$ cat src/rtl/mem_rd_arbiter.sv
// Read-channel arbiter: shares one AXI AR/R channel between i-side and d-side refills, one burst at a time.
// Define ARB_RR_EN for round-robin arbitration on contention; default is fixed priority, d over i.
module mem_rd_arbiter #(
  parameter logic [3:0] I_ID = 4'd0,
  parameter logic [3:0] D_ID = 4'd1
) (
  input  logic        clk,
  input  logic        reset,
  input  logic        i_req,
  input  logic [31:0] i_addr,
  input  logic [7:0]  i_len,
  output logic        i_ack,
  output logic        i_rvalid,
  output logic        i_rlast,
  input  logic        d_req,
  input  logic [31:0] d_addr,
  input  logic [7:0]  d_len,
  output logic        d_ack,
  output logic        d_rvalid,
  output logic        d_rlast,
  output logic [31:0] rdata_o,
  output logic [3:0]  arid,
  output logic [31:0] araddr,
  output logic [7:0]  arlen,
  output logic [2:0]  arsize,
  output logic [1:0]  arburst,
  output logic        arvalid,
  input  logic        arready,
  input  logic [3:0]  rid,
  input  logic [31:0] rdata,
  input  logic [1:0]  rresp,
  input  logic        rlast,
  input  logic        rvalid,
  output logic        rready
);

  // Handshakes: an AR transfer happens on a cycle with arvalid && arready; an R beat
  // is consumed on every cycle with rvalid && rready. rready is held high for the
  // whole DATA phase, so beats are never back-pressured and requesters must sink them.
  typedef enum logic [1:0] {IDLE, ADDR, DATA} state_t;

  state_t      state_q, state_d;
  logic        arvalid_q, arvalid_d;
  logic        rready_q, rready_d;
  logic [3:0]  arid_q, arid_d;
  logic [31:0] araddr_q, araddr_d;
  logic [7:0]  arlen_q, arlen_d;
  logic        owner_is_d_q, owner_is_d_d;

  logic grant_d;
  logic grant_i;
  logic beat_match;
  logic unused_rresp;

`ifdef ARB_RR_EN
  // last_grant: 1 = d-side won the previous grant.
  logic last_grant_q, last_grant_d;

  always_comb begin
    grant_d = d_req && (!i_req || !last_grant_q);
  end
`else
  always_comb begin
    grant_d = d_req;
  end
`endif

  always_comb begin
    grant_i    = i_req && !grant_d;
    beat_match = (state_q == DATA) && rvalid && (rid == arid_q);
  end

  assign i_ack    = (state_q == IDLE) && grant_i;
  assign d_ack    = (state_q == IDLE) && grant_d;
  assign i_rvalid = beat_match && !owner_is_d_q;
  assign d_rvalid = beat_match && owner_is_d_q;
  assign i_rlast  = i_rvalid && rlast;
  assign d_rlast  = d_rvalid && rlast;
  assign rdata_o  = rdata;

  assign arid    = arid_q;
  assign araddr  = araddr_q;
  assign arlen   = arlen_q;
  assign arsize  = 3'b010;
  assign arburst = 2'b01;
  assign arvalid = arvalid_q;
  assign rready  = rready_q;

  assign unused_rresp = ^rresp;

  always_comb begin
    state_d      = state_q;
    arvalid_d    = arvalid_q;
    rready_d     = rready_q;
    arid_d       = arid_q;
    araddr_d     = araddr_q;
    arlen_d      = arlen_q;
    owner_is_d_d = owner_is_d_q;
`ifdef ARB_RR_EN
    last_grant_d = last_grant_q;
`endif
    case (state_q)
      IDLE: begin
        if (grant_d || grant_i) begin
          arid_d       = grant_d ? D_ID : I_ID;
          araddr_d     = grant_d ? d_addr : i_addr;
          arlen_d      = grant_d ? d_len : i_len;
          owner_is_d_d = grant_d;
          arvalid_d    = 1'b1;
          state_d      = ADDR;
`ifdef ARB_RR_EN
          last_grant_d = grant_d;
`endif
        end
      end
      ADDR: begin
        if (arready) begin
          arvalid_d = 1'b0;
          rready_d  = 1'b1;
          state_d   = DATA;
        end
      end
      DATA: begin
        // Stray beats (other IDs) are consumed by rready and simply not forwarded.
        if (beat_match && rlast) begin
          rready_d = 1'b0;
          state_d  = IDLE;
        end
      end
      default: begin
        arvalid_d = 1'b0;
        rready_d  = 1'b0;
        state_d   = IDLE;
      end
    endcase
  end

  always_ff @(posedge clk) begin
    if (reset) begin
      state_q      <= IDLE;
      arvalid_q    <= 1'b0;
      rready_q     <= 1'b0;
      arid_q       <= 4'd0;
      araddr_q     <= 32'd0;
      arlen_q      <= 8'd0;
      owner_is_d_q <= 1'b0;
`ifdef ARB_RR_EN
      last_grant_q <= 1'b1;
`endif
    end else begin
      state_q      <= state_d;
      arvalid_q    <= arvalid_d;
      rready_q     <= rready_d;
      arid_q       <= arid_d;
      araddr_q     <= araddr_d;
      arlen_q      <= arlen_d;
      owner_is_d_q <= owner_is_d_d;
`ifdef ARB_RR_EN
      last_grant_q <= last_grant_d;
`endif
    end
  end

endmodule

$ cat config.mk
export PLATFORM = sky130hd
export DESIGN_NAME = mem_rd_arbiter
export DESIGN_NICKNAME = d
export VERILOG_FILES = /design/src/rtl/mem_rd_arbiter.sv
export SDC_FILE = /design/constraint.sdc
export NUM_CORES = 1
export LEC_CHECK = 0
export CORE_UTILIZATION = 33
export CTS_BUF_LIST = sky130_fd_sc_hd__clkbuf_16
export CTS_CLUSTER_DIAMETER = 200
export DETAILED_ROUTE_END_ITERATION = 8
export GPL_TIMING_DRIVEN = 0
export PLACE_DENSITY = 0.79
export SETUP_SLACK_MARGIN = 0.1
export SLEW_MARGIN = 40
export SYNTH_ARGS = -nofsm -noshare
export SYNTH_HDL_FRONTEND = slang
export SYNTH_SLANG_ARGS = --single-unit
$ cat constraint.sdc
create_clock -name clk -period 1.4 [get_ports clk]
set_input_delay 0.21 -clock clk [delete_from_list [all_inputs] [get_ports clk]]
set_output_delay 0.21 -clock clk [all_outputs]
set_load 0.05 [all_outputs]
==> impl_results.md, run 1 <==
- Outcome: complete, but fails checks
- Failing checks: setup timing
- Initial antenna violation count: 0
- DRT Wirelength: between 8000 and 9000 um
- Critical path depth: 5
- DIE AREA: 8390 um2
- H-tree Lvls: 2
- Post-place setup slack: -1150 ps
- Area of the multi-input gates: ~1400 um2
- # nets final: between 500 and 600
- Vias in the first global route: approximately 2700
- Setup ws final: -182 ps
- CTS sink count: 45
- Internal reg-to-reg setup slack: 20 ps
- Core area: between 7000 and 8000 um2
- Synthesized area: ~2700 um2
- RSZ-0062 raised after global routing: true
- Placement Cell Area: ~4600 um2
- Starting density of the core: approximately a third
- Final Setup Violations: 5
- Synth warn: 0
- CP endpoint kind: output pin
- Average wire per standard cell: roughly 15 um
- GRT overflow: 0
- Synth Area in XOR/XNOR: less than 1%
- Synth Area in Adders: 0%
- VDD IR max: 0.000499 V
- Number of fill cells in the layout: around 600
- P_leak: 0.00214 uW
- Total track usage: ~20%
- FF+latch count, synth: 45
- Worst setup endpoint: i_rlast
- Cells after DPL: 539
- Root buf cell: clkbuf_16
- DR iter-0 viols: 42
- Post-synthesis simple-gate area fraction: between 4 and 5%
- Min Tclk post-route: 1580 ps
- FF-to-FF End: araddr[25]$_SDFFE_PP0P_
- Chip Height: slightly above 90 um
- Vias per cell: around 4.7
- Clock edge transition at the registers on the reported setup and hold paths: roughly 60 ps
- CP Launch Type: flip-flop
- Maxcap violations: 0
- Final hold violations: 0
- Finished Layout Cells: about 560
- Largest net degree at the start of global routing: 14
- Area Overhead vs Synth: 93.6%
- # port buffers: 169
- Mapped Avg Cell Area: between 10 and 15 um2
- Fmax: ~630 MHz
- CTS tree: yes
- Cts hold-fix bufs: 0
- Std-Cell Rows: 32
- Worst-Margin Slew: approximately 700 ps
- DP HPWL: 6200 um
- Min-delay worst type: input port to flip-flop
- First-pass GRT wire length: about 13000 um
- Die width: roughly 92 um
- # diodes: 0
- Final Cycle Share: 113%
- Worst-path cell chain: buf_8 > nand4b_1 > buf_4 > nor3_4 > buf_6
- Mapped Cells: around 260
- First drt pass iteration count: 4
- Fraction of layout cells with a size suffix above 1: about 41%
- Critical path fanouts, max: 6
- Register area: around 900 um2
- Later-pin clock latency in the skew report: approximately 280 ps
- Final Wtd Congestion: about 0.76
- CP max stage delay: 330 ps
- CP required: 1190 ps
- Post-synthesis compound-gate area fraction: approximately 29%
- Slowest library cell on the worst path: dfxtp_2
- Layout Skew: approximately 5.6 ps
- Multiplexer share of the synthesized area: 15.1%
- Final instance area: ~5100 um2
- Via count: between 2000 and 3000
- Path type of the worst setup path: flip-flop to output pin
- DRC Markers: 0
- Slew margin rel.: 52.2%
- Crit path from: state_q[0]$_SDFFE_PP0P_
- WP data arrival: 1370 ps
- Total clock buffers created by CTS: 5
- Final core utilization: roughly 66%
- PwrDens: a little under 1000 nW/um2
- Library cells used by synthesis: 29
- Top delay family on crit path: buffers and inverters
- Clock Path Buffers: 2
- Combinational family with the most area after synthesis: compound AO/OA/AOI/OAI gates
- # IOs: between 200 and 250
- Reg2reg path depth: 7
- Max-slew violations: 0
- Register area share after synthesis: 34.0%
- Buf/Inv on CP: 3
- Crit Reg-Reg Startpoint: state_q[1]$_SDFFE_PP0P_
- Post-route ant nets: 0
==> final cells by class <==
type                            count  share of cell area, %
Timing Repair Buffer              188                   39.4
Multi-Input combinational cell    156                   27.6
Sequential cell                    45                   17.6
Buffer                             66                   10.3
Tap cell                          102                   2.49
Clock buffer                        5                   2.44
Clock inverter                      2                  0.219
==> sequential cells by signal, summed over array words and instances, names as in the netlist <==
name	count
state_q	2
rready	1
arlen	8
arvalid	1
araddr	32
owner_is_d_q	1
==> timing repair <==
item	in CTS	in global routing
endpoints found under the setup margin	94	53
pin swaps	20	3
cloned	2	2
setup buffers	10	5
endpoints found under the hold margin	0	0
resized for setup	209	21
==> per-stage QoR <==
step,hold slack [ps],power (uW),setup TNS (ps)
CTS,341,5040,-651
detailed placement,489,3790,-20000
floorplan,327,3020,-281
finish,339,5100,-699
global route,376,5330,-1130
global placement,481,3770,-18910
==> worst min path at each step <==
stage          slack, ps  cells after the start                  from                 endpoint
3_3_place_gp         480                      2  arvalid$_SDFFE_PP0P_     arvalid$_SDFFE_PP0P_
6_report             340                      3                 d_req   araddr[3]$_SDFFE_PP0P_
5_1_grt              380                      3                 d_req   araddr[3]$_SDFFE_PP0P_
3_5_place_dp         490                      2  arvalid$_SDFFE_PP0P_     arvalid$_SDFFE_PP0P_
4_1_cts              340                      3                 d_req   araddr[3]$_SDFFE_PP0P_
2_1_floorplan        330                      1               arready  state_q[0]$_SDFFE_PP0P_
==> power breakdown <==
group / switching [uW] / internal (uW) / total [uW] / leakage [uW]
clock: 466 / 645 / 1110 / 0.0000633
sequential: 90.6 / 1440 / 1530 / 0.000375
combinational: 1380 / 1080 / 2460 / 0.00170
==> worst register-to-register path, delay by kind of cell, from the launching register on <==
kind | cells | cell delay [ps]
AND/OR/NAND/NOR | 2 | 330
buffers and inverters | 4 | 530
flip-flops | 1 | 320
AO/OA/AOI/OAI | 1 | 60
==> Yosys cell counts (all sizes together) <==
cell type	instances	area, um2
mux2i	40	400
nand2b	2	12.5
nand2	1	3.75
a21boi	1	7.51
nor4b	2	17.5
a2111oi	1	8.76
conb	2	7.51
nor2	5	21.3
o21ai	1	5.00
nand3b	1	7.51
and2	2	12.5
clkbuf	15	56.3
a221oi	1	8.76
xnor2	1	8.76
o21ba	1	10.0
nor3	2	10.0
nand4b	1	8.76
a211o	1	8.76
a211oi	40	500
a22oi	1	7.51
buf	52	399
and4b	1	10.0
dfxtp	45	901
or2	1	6.26
a21oi	42	210
==> per-layer routing <==
layer,vias to the layer above,share of wire (%),track usage [%]
li1,1301,-,-
met1,1236,37,20.9
met2,127,53,36.5
met3,10,9.4,6.63
met4,0,1.3,5.29
met5,-,0,0
==> layout by cell type (no fill, tap or decap), drive strengths merged <==
cell	count
a21oi	42
nand2b	2
a211oi	40
nor2	5
o21ba	1
nor3	2
clkbuf	17
mux2i	40
a211o	1
xnor2	1
a221oi	1
dfxtp	45
clkdlybuf4s15	43
a22oi	1
a21boi	1
a2111oi	1
nor4b	2
clkinv	1
o21ai	1
buf	80
nand3b	1
nand2	1
clkdlybuf4s50	105
and2	2
dlygate4sd2	9
and4b	1
or2	1
nand4b	1
conb	8
clkinvlp	1
dlymetal6s2s	5
==> cells by family (layout without fill, tap and decap cells) <==
kind of cell,after synthesis,in the layout
flip-flops,45,45
multiplexers,40,40
AND/OR/NAND/NOR,18,18
AO/OA/AOI/OAI,89,89
buffers and inverters,67,261
other,2,8
XOR/XNOR,1,1
No activity file was read; power rests on OpenSTA's default activity.
==> run 2, diff against run 1 <==
--- a/config.mk
+++ b/config.mk
@@ -10,7 +10,7 @@
 export CTS_CLUSTER_DIAMETER = 200
 export DETAILED_ROUTE_END_ITERATION = 8
 export GPL_TIMING_DRIVEN = 0
-export PLACE_DENSITY = 0.79
+export PLACE_DENSITY = 0.81
 export SETUP_SLACK_MARGIN = 0.1
 export SLEW_MARGIN = 40
 export SYNTH_ARGS = -nofsm -noshare
==> impl_results.md, run 2 (same netlist as run 1, synthesis figures left out) <==
- Failing checks: setup timing
- PwrDens: 994 nW/um2
- Final Setup Violations: 41
- Outcome: complete, but fails checks
- RSZ-0062 raised after global routing: true
- Total track usage: 19.6%
- Final setup TNS: -4120 ps
- # port buffers: ~170
- Final Wtd Congestion: 0.704
- Commonest cells after routing, fill and taps aside: 106 x clkdlybuf4s50_1, 49 x buf_4, 42 x a21oi_1, 42 x dfxtp_1, 42 x clkdlybuf4s15_2
- Area Overhead vs Synth: 96.1%
- CTS tree: yes
- Critical path fanouts, max: 5
- Worst-Margin Slew: between 700 and 800 ps
- Initial antenna violation count: 0
- Final hold violations: 0
- Path type of the worst setup path: flip-flop to output pin
- DIE AREA: 8390 um2
- Clock Path Buffers: 2
- Via count: roughly 2700
- Average wire per standard cell: roughly 15 um
- GRT overflow: 0
- WP data arrival: ~1400 ps
- VDD IR max: roughly 0.00055 V
- Die width: 91.6 um
- CP Launch Type: flip-flop
- Layout Skew: 3.35 ps
- Vias in the first global route: between 2000 and 3000
- Max-slew violations: 0
- Min Tclk post-route: ~1600 ps
- Number of fill cells in the layout: 620
- Slew margin rel.: between 40% and 50%
- CP required: 1190 ps
- # diodes: 0
- # IOs: roughly 210
- Total clock buffers created by CTS: 5
- Core area: 7730 um2
- Root buf cell: clkbuf_16
- Max reg flops: 32
- Clock edge transition at the registers on the reported setup and hold paths: around 60 ps
- Final Cycle Share: 112%
- Internal reg-to-reg setup slack: -110 ps
- H-tree Lvls: 2
- Setup ws final: -174 ps
- Fraction of layout cells with a size suffix above 1: 41.2%
- DR iter-0 viols: 60
- Later-pin clock latency in the skew report: ~280 ps
- Starting density of the core: 34.3%
- DRC Markers: 0
- P_leak: roughly 0.0022 uW
- DRT Wirelength: between 8000 and 9000 um
- First drt pass iteration count: 4
- First-pass GRT wire length: roughly 13000 um
- Post-place setup slack: -1150 ps
- Post-route ant nets: 0
- DP HPWL: between 6000 and 7000 um
- CTS sink count: 45
- Commonest non-fill, non-tap cell in the layout: clkdlybuf4s50_1
- CP endpoint kind: output pin
- Maxcap violations: 0
- Hold WS: roughly 350 ps
- Largest net degree at the start of global routing: 14
- Fmax: roughly 640 MHz
- Std-Cell Rows: 32
- Min-delay worst type: input port to flip-flop
- # nets final: about 600
- Chip Height: a little over 90 um
- Vias per cell: 4.73
run 2: changes by cell type in the layout (fill, tap and decap cells not counted), sizes merged:
cell / change
clkbuf: +4
buf: +2
clkdlybuf4s50: +1
clkinv: +1
dlymetal6s2s: -2
clkinvlp: -1
inv: +1
run 2: timing repair:
action,CTS,global route
gates resized for setup,222,14
pin swaps,15,5
endpoints found under the setup margin,95,52
gates cloned,6,0
buffers inserted,18,2
hold buffers,0,0
run 2: stage by stage:
stage	instance area, um2	power [uW]	utilization (%)	std cells
after floorplan	2760	3020	-	268
after global placement	4580	3770	59.3	539
after detailed placement	4580	3800	59.3	539
after CTS	5190	5210	67.1	570
after global routing	5200	5390	67.3	570
final	5200	5170	67.3	570
run 2: routing by layer:
metal	vias to the layer above	global-route usage (%)	part of all wire, %
met2	126	37.3	53
met1	1249	21.0	38
met4	0	4.76	1.1
met3	8	5.56	8.0
li1	1315	-	-
met5	-	0	0
run 2: power breakdown:
| group | internal [uW] | switching [uW] | leakage [uW] |
|---|---|---|---|
| registers | 1440 | 91.4 | 0.000375 |
| logic | 1120 | 1400 | 0.00171 |
| clock network | 648 | 465 | 0.0000748 |
| total | 3210 | 1960 | 0.00216 |
run 2: area by class of cell:
class                      count  area (um2)  area share, %
timing repair buffer         193        2070           39.7
multi-input combinational    156        1420           27.3
sequential                    45         905           17.4
buffer                        66         539           10.4
tap                          102         128           2.46
clock buffer                   5         125           2.41
clock inverter                 3        13.8          0.265
run 2: path summary, 6_finish.rpt:
path | startpoint | end | depth (start not counted)
worst max-delay path | state_q[0]$_SDFFE_PP0P_ | i_rlast | 5
worst min-delay path | d_req | owner_is_d_q$_SDFFE_PP0P_ | 3
worst max register to register | state_q[1]$_SDFFE_PP0P_ | arlen[1]$_SDFFE_PP0P_ | 8
worst min register to register | arvalid$_SDFFE_PP0P_ | arvalid$_SDFFE_PP0P_ | 2
run 2: critical path: stages (launching register included):
cell	delay [ps]
dfxtp_2	330
buf_8	120
nand4b_1	190
buf_6	160
nor3_4	120
buf_6	180
